[src/rtl/inv_key_expansion.sv]
// AES-128 inverse key scheduler: walks round keys r..0 one step per handshake.
// Build option: SBOX_PIPE_EN registers SubWord output and adds a STEP state.
module inv_key_expansion (
   input  logic         clk,
   input  logic         rst_N,
   input  logic [127:0] load_Key,
   input  logic [3:0]   load_Round,
   input  logic         load_Valid,
   output logic         load_Ready,
   output logic         load_Err,
   output logic [127:0] key_Out,
   output logic [3:0]   key_Round,
   output logic         key_Valid,
   input  logic         key_Ready,
   output logic         busy
);

   localparam int BYTE     = 8;
   localparam int WORD     = 32;
   localparam int SENTENCE = 128;

   typedef enum logic [1:0] {
      S_IDLE,
      S_OUT
`ifdef SBOX_PIPE_EN
      ,S_STEP
`endif
   } state_t;

   function automatic logic [BYTE-1:0] xtime(input logic [BYTE-1:0] a);
      return {a[6:0], 1'b0} ^ (a[7] ? 8'h1b : 8'h00);
   endfunction

   function automatic logic [BYTE-1:0] gmul(input logic [BYTE-1:0] a,
                                            input logic [BYTE-1:0] b);
      logic [BYTE-1:0] r;
      logic [BYTE-1:0] x;
      r = '0;
      x = a;
      for (int i = 0; i < BYTE; i++) begin
         if (b[i]) r = r ^ x;
         x = xtime(x);
      end
      return r;
   endfunction

   // S-box as GF(2^8) inverse (x^254) followed by the affine map
   function automatic logic [BYTE-1:0] sbox(input logic [BYTE-1:0] x);
      logic [BYTE-1:0] p;
      logic [BYTE-1:0] v;
      p = x;
      v = 8'h01;
      for (int k = 1; k < BYTE; k++) begin
         p = gmul(p, p);
         v = gmul(v, p);
      end
      return v ^ {v[6:0], v[7]} ^ {v[5:0], v[7:6]}
               ^ {v[4:0], v[7:5]} ^ {v[3:0], v[7:4]} ^ 8'h63;
   endfunction

   function automatic logic [WORD-1:0] sub_word(input logic [WORD-1:0] w);
      return {sbox(w[31:24]), sbox(w[23:16]), sbox(w[15:8]), sbox(w[7:0])};
   endfunction

   function automatic logic [WORD-1:0] rot_word(input logic [WORD-1:0] w);
      return {w[23:0], w[31:24]};
   endfunction

   function automatic logic [BYTE-1:0] rcon(input logic [3:0] r);
      logic [BYTE-1:0] c;
      case (r)
         4'd1:    c = 8'h01;
         4'd2:    c = 8'h02;
         4'd3:    c = 8'h04;
         4'd4:    c = 8'h08;
         4'd5:    c = 8'h10;
         4'd6:    c = 8'h20;
         4'd7:    c = 8'h40;
         4'd8:    c = 8'h80;
         4'd9:    c = 8'h1b;
         4'd10:   c = 8'h36;
         default: c = 8'h00;
      endcase
      return c;
   endfunction

   state_t              state;
   state_t              state_n;
   logic [SENTENCE-1:0] key_q;
   logic [3:0]          round_q;
   logic                err_q;
   logic                ld_ok;
   logic                ld_bad;
   logic                out_acc;
   logic                step_do;
   logic [WORD-1:0]     n0, n1, n2, n3;
   logic [WORD-1:0]     p1, p2, p3;
   logic [WORD-1:0]     sub_w;
   logic [WORD-1:0]     sub_use;
   logic [SENTENCE-1:0] next_key;

   assign n0 = key_q[127:96];
   assign n1 = key_q[95:64];
   assign n2 = key_q[63:32];
   assign n3 = key_q[31:0];
   assign p3 = n3 ^ n2;
   assign p2 = n2 ^ n1;
   assign p1 = n1 ^ n0;
   assign sub_w = sub_word(rot_word(p3));

`ifdef SBOX_PIPE_EN
   logic [WORD-1:0] sub_q;

   always_ff @(posedge clk) begin
      if (!rst_N)       sub_q <= '0;
      else if (out_acc) sub_q <= sub_w;
   end

   assign sub_use = sub_q;
   assign step_do = (state == S_STEP);
`else
   assign sub_use = sub_w;
   assign step_do = out_acc;
`endif

   assign next_key = {n0 ^ sub_use ^ {rcon(round_q), 24'h0}, p1, p2, p3};

   assign ld_ok   = (state == S_IDLE) && load_Valid && (load_Round <= 4'd10);
   assign ld_bad  = (state == S_IDLE) && load_Valid && (load_Round > 4'd10);
   assign out_acc = (state == S_OUT) && key_Ready && (round_q != 4'd0);

   always_ff @(posedge clk) begin
      if (!rst_N) state <= S_IDLE;
      else        state <= state_n;
   end

   always_comb begin
      state_n = state;
      unique case (state)
         S_IDLE: if (ld_ok) state_n = S_OUT;
         S_OUT: begin
            if (key_Ready) begin
               if (round_q == 4'd0) state_n = S_IDLE;
`ifdef SBOX_PIPE_EN
               else                 state_n = S_STEP;
`else
               else                 state_n = S_OUT;
`endif
            end
         end
`ifdef SBOX_PIPE_EN
         S_STEP: state_n = S_OUT;
`endif
         default: state_n = S_IDLE;
      endcase
   end

   always_ff @(posedge clk) begin
      if (!rst_N) begin
         key_q   <= '0;
         round_q <= '0;
         err_q   <= 1'b0;
      end else begin
         err_q <= ld_bad;
         if (ld_ok) begin
            key_q   <= load_Key;
            round_q <= load_Round;
         end else if (step_do) begin
            key_q   <= next_key;
            round_q <= round_q - 4'd1;
         end
      end
   end

   assign load_Ready = (state == S_IDLE);
   assign busy       = (state != S_IDLE);
   assign key_Valid  = (state == S_OUT);
   assign load_Err   = err_q;
   assign key_Out    = key_q;
   assign key_Round  = round_q;

endmodule
[config.mk]
export PLATFORM = sky130hd
export DESIGN_NAME = inv_key_expansion
export DESIGN_NICKNAME = d
export VERILOG_FILES = /design/src/rtl/inv_key_expansion.sv
export SDC_FILE = /design/constraint.sdc
export NUM_CORES = 2
export LEC_CHECK = 0
export BUFFER_PORTS_ARGS = -buffer_cell sky130_fd_sc_hd__buf_2
export CAP_MARGIN = 15
export CORE_AREA = 2 2 436 438
export CTS_BUF_LIST = sky130_fd_sc_hd__clkbuf_8
export CTS_CLUSTER_DIAMETER = 150
export DETAILED_ROUTE_END_ITERATION = 7
export DIE_AREA = 0 0 438 440
export GPL_TIMING_DRIVEN = 0
export SLEW_MARGIN = 20
export SYNTH_ARGS = -nofsm -noshare
export SYNTH_HDL_FRONTEND = slang
export SYNTH_SLANG_ARGS = --single-unit
[constraint.sdc]
create_clock -name clk -period 35.4 [get_ports clk]
set_input_delay 3.54 -clock clk [delete_from_list [all_inputs] [get_ports clk]]
set_output_delay 3.54 -clock clk [all_outputs]
set_load 0.02 [all_outputs]
==> flow_metrics.tcl <==
set metrics [dict create \
    min_to "key_Out[1]" \
    status "complete, no violations" \
    vias_per_cell 5.583 \
    crit_required_ns 35.89 \
    r2r-start "key_Out[39]" \
    postRouteWirelength_um 230400 \
    cts_max_path_buffers 2 \
    hold_violations 0 \
    reg2regPathDepth 64 \
    finalSetupTns_ns 0 \
    syn_nets 8204 \
    wl_per_cell_um 21.17 \
    n_fill_cell 19870 \
    std_cell_rows 160 \
    core_mm2 0.1886 \
    grt_first_pass_wirelength_um 348800 \
    dp.cells 10830 \
    worstMarginPinSlew_ns 1.290 \
    initialDrtViolationCount 5859 \
    ys_types 120 \
    syn_area_mm2 0.06170 \
    worst_clock_skew_ns 0.03637 \
    crit_path_max_incr_delay_ns 0.72 \
    crit_fanout 10 \
    min_path_type "reg2reg" \
    holdBufCountCts 0 \
    cts_tree "built" \
    root_buffer "clkbuf_8" \
    synth_cells 8044 \
    drive_gt1_share_pct 10.12 \
    die-area_mm2 0.1927 \
    crit_type "reg2reg" \
    fin_nets 8496 \
    yosysWarnings 0 \
    htreeDepth 4 \
    r2r_slack_ns 14.95 \
    postCtsSetupRepairBufs 0 \
    crit_path_end_kind "register" \
    clock_sinks 142 \
    crit_slowest_cell "xnor2_1" \
    drc 0 \
    io_pins 272 \
    clk_latency_ns 0.58 \
    antenna_found_initial 11 \
    drv_cap 0 \
    fin_cells 10880 \
    min-delay-start "key_Out[1]" \
    cp-start-kind "register" \
    die-width_um 438 \
    setup_violations 0 \
    slew_violations 0 \
    grt_use_total_pct 22.77 \
    syn_avg_cell_area_um2 7.671 \
    grt_max_degree 17 \
    grt_overflow 0 \
    slew_headroom_pct 13.98 \
    synth_seq_area_share_pct 4.607 \
    holdPathStages 2 \
    crit_top_cell "xnor2_1" \
    die_height_um 440 \
    postCtsResizedCells 0 \
    io_buffers 270 \
    path_clk_slew_ns 0.13 \
    critPathArrivalTime_ns 20.94 \
    area_delta_synth_final_pct 8.300 \
    first_pass_iters 6 \
    fin_crit_ns 20.45 \
    initial_core_util_pct 32.72 \
    synth-async-reset-ratio_pct 0 \
    cts_buffers 17 \
    place.gp.congestion 0.9830 \
    r2r-end "key_Out[111]" \
    grt_pass1_vias 57760 \
    rsz0062_at_grt "false" \
    period_share_pct 57.77 \
    synth_edf_count 0 \
    dp_hpwl_um 181000 \
    antenna_left 0 \
    fmax_ghz 0.04890 \
    ys_seq_elements 142 \
    vias 60760 \
    synth_flop_cell "dfxtp_1" \
]
[cell usage in the layout, fill, tap and decap left out, drive strengths merged, types with 32 or more instances in the layout]
cell type  netlist  final
nand3          171    171
o21ai          495    495
a211oi          63     63
mux2i          181    181
inv            112    119
o22ai          100    100
xor2           453    453
and2            57     57
xnor2         1687   1687
or3             35     35
clkbuf         344    362
a22oi           71     71
a21boi          42     42
buf            170    443
a222oi          67     67
xnor3          378    378
xor3            47     47
nand2b          52     52
nor3           192    192
and3            40     40
a21oi          381    381
nor2b          133    133
nor2          1152   1152
or2             32     32
mux2            54     54
a32oi           58     58
nand2          782    782
o211ai          56     56
dfxtp          142    142
a31oi           63     63
[cells in the mapped netlist (23+ instances only)]
| cell type | instances | area (µm²) |
|---|---|---|
| a211oi_1 | 60 | 450.4 |
| a21boi_0 | 40 | 300.3 |
| a21o_1 | 30 | 225.2 |
| a21oi_1 | 375 | 1877 |
| a221oi_1 | 24 | 210.2 |
| a222oi_1 | 67 | 670.6 |
| a22oi_1 | 68 | 510.5 |
| a31oi_1 | 61 | 381.6 |
| a32oi_1 | 54 | 473.0 |
| and2_1 | 56 | 350.3 |
| and3_1 | 40 | 250.2 |
| buf_1 | 36 | 135.1 |
| buf_2 | 112 | 560.5 |
| clkbuf_1 | 343 | 1287 |
| dfxtp_1 | 142 | 2843 |
| ha_1 | 24 | 300.3 |
| inv_1 | 95 | 356.6 |
| mux2_2 | 44 | 495.5 |
| mux2i_1 | 180 | 1802 |
| nand2_1 | 780 | 2928 |
| nand2b_1 | 52 | 325.3 |
| nand3_1 | 171 | 855.8 |
| nand4_1 | 24 | 150.1 |
| nor2_1 | 1143 | 4290 |
| nor2b_1 | 133 | 832.1 |
| nor3_1 | 188 | 940.9 |
| o211ai_1 | 55 | 412.9 |
| o21a_1 | 24 | 180.2 |
| o21ai_0 | 449 | 2247 |
| o21ai_1 | 46 | 230.2 |
| o221ai_1 | 23 | 201.4 |
| o22ai_1 | 98 | 613.1 |
| o31ai_1 | 25 | 187.7 |
| or3_1 | 34 | 212.7 |
| xnor2_1 | 1545 | 13530 |
| xnor2_2 | 114 | 1854 |
| xnor2_4 | 28 | 770.7 |
| xnor3_1 | 352 | 7928 |
| xnor3_2 | 25 | 594.3 |
| xor2_1 | 402 | 3521 |
| xor2_2 | 38 | 618.1 |
| xor3_1 | 43 | 1022 |
[cell type report]
cell class	count	area (µm²)	area share (%)
antenna	23	57.56	0.08613
buffer	514	2166	3.241
clock buffer	18	247.7	0.3707
clock inverter	14	126.4	0.1891
inverter	125	469.2	0.7021
multi-input combinational	7263	56380	84.37
sequential	142	2843	4.254
tap	2511	3142	4.702
timing repair buffer	273	1393	2.084
[critical path, delay by kind of cell (launching register included)]
family          cells  cell delay (ns)
compound gates      9             2.19
simple gates       14             2.55
mux                 2             0.62
xor+xnor           19             7.42
buf+inv            16             5.51
fa+ha+maj           4             1.66
flops               1             0.41
[worst max path at each step]
stage	start	to	slack (ns)	cells after the start
2_1_floorplan	key_Out[39]	key_Out[111]	20.59	65
3_3_place_gp	key_Out[39]	key_Out[110]	15.35	62
3_5_place_dp	key_Out[7]	key_Out[111]	15.19	64
4_1_cts	key_Out[7]	key_Out[111]	15.03	64
5_1_grt	key_Out[39]	key_Out[111]	13.57	64
6_report	key_Out[39]	key_Out[111]	14.95	64
[logic make-up after synthesis]
| group | after synthesis | synth area share (%) |
|---|---|---|
| AND/OR/NAND/NOR | 2732 | 19.35 |
| XOR/XNOR | 2565 | 49.15 |
| AO/OA/AOI/OAI | 1705 | 18.13 |
| buffers and inverters | 639 | 4.250 |
| multiplexers | 237 | 4.033 |
| flip-flops | 142 | 4.607 |
| adder cells (fa/ha/maj) | 24 | 0.4867 |
[registers in the layout, summed over array words and instances (netlist names), named ones only]
signal	cells
key_Out	128
state	1
key_Round	4
load_Err	1
[stage by stage]
step	setup WS (ns)	cell area, µm²	util [%]	hold slack (ns)
2_1_floorplan	20.59	61700	-	0.5882
3_3_place_gp	15.35	66200	35.10	0.5076
3_5_place_dp	15.19	66320	35.17	0.5369
4_1_cts	15.03	66700	35.37	0.5493
5_1_grt	13.57	66820	35.44	0.5968
6_report	14.95	66820	35.44	0.5485
[per-layer routing]
| metal | global-route usage (%) | routed length [µm] | up-vias | part of all wire [%] |
|---|---|---|---|---|
| met5 | 0 | 46 | - | 0.020 |
| met4 | 15.53 | 17590 | 6 | 7.6 |
| met3 | 1.713 | 12910 | 409 | 5.6 |
| met2 | 38.55 | 108900 | 2445 | 47 |
| met1 | 27.55 | 91020 | 29470 | 39 |
| li1 | - | - | 28440 | - |
Power is not shown: default switching activity piles up to over one toggle a cycle in this logic, so the estimate is an artifact.
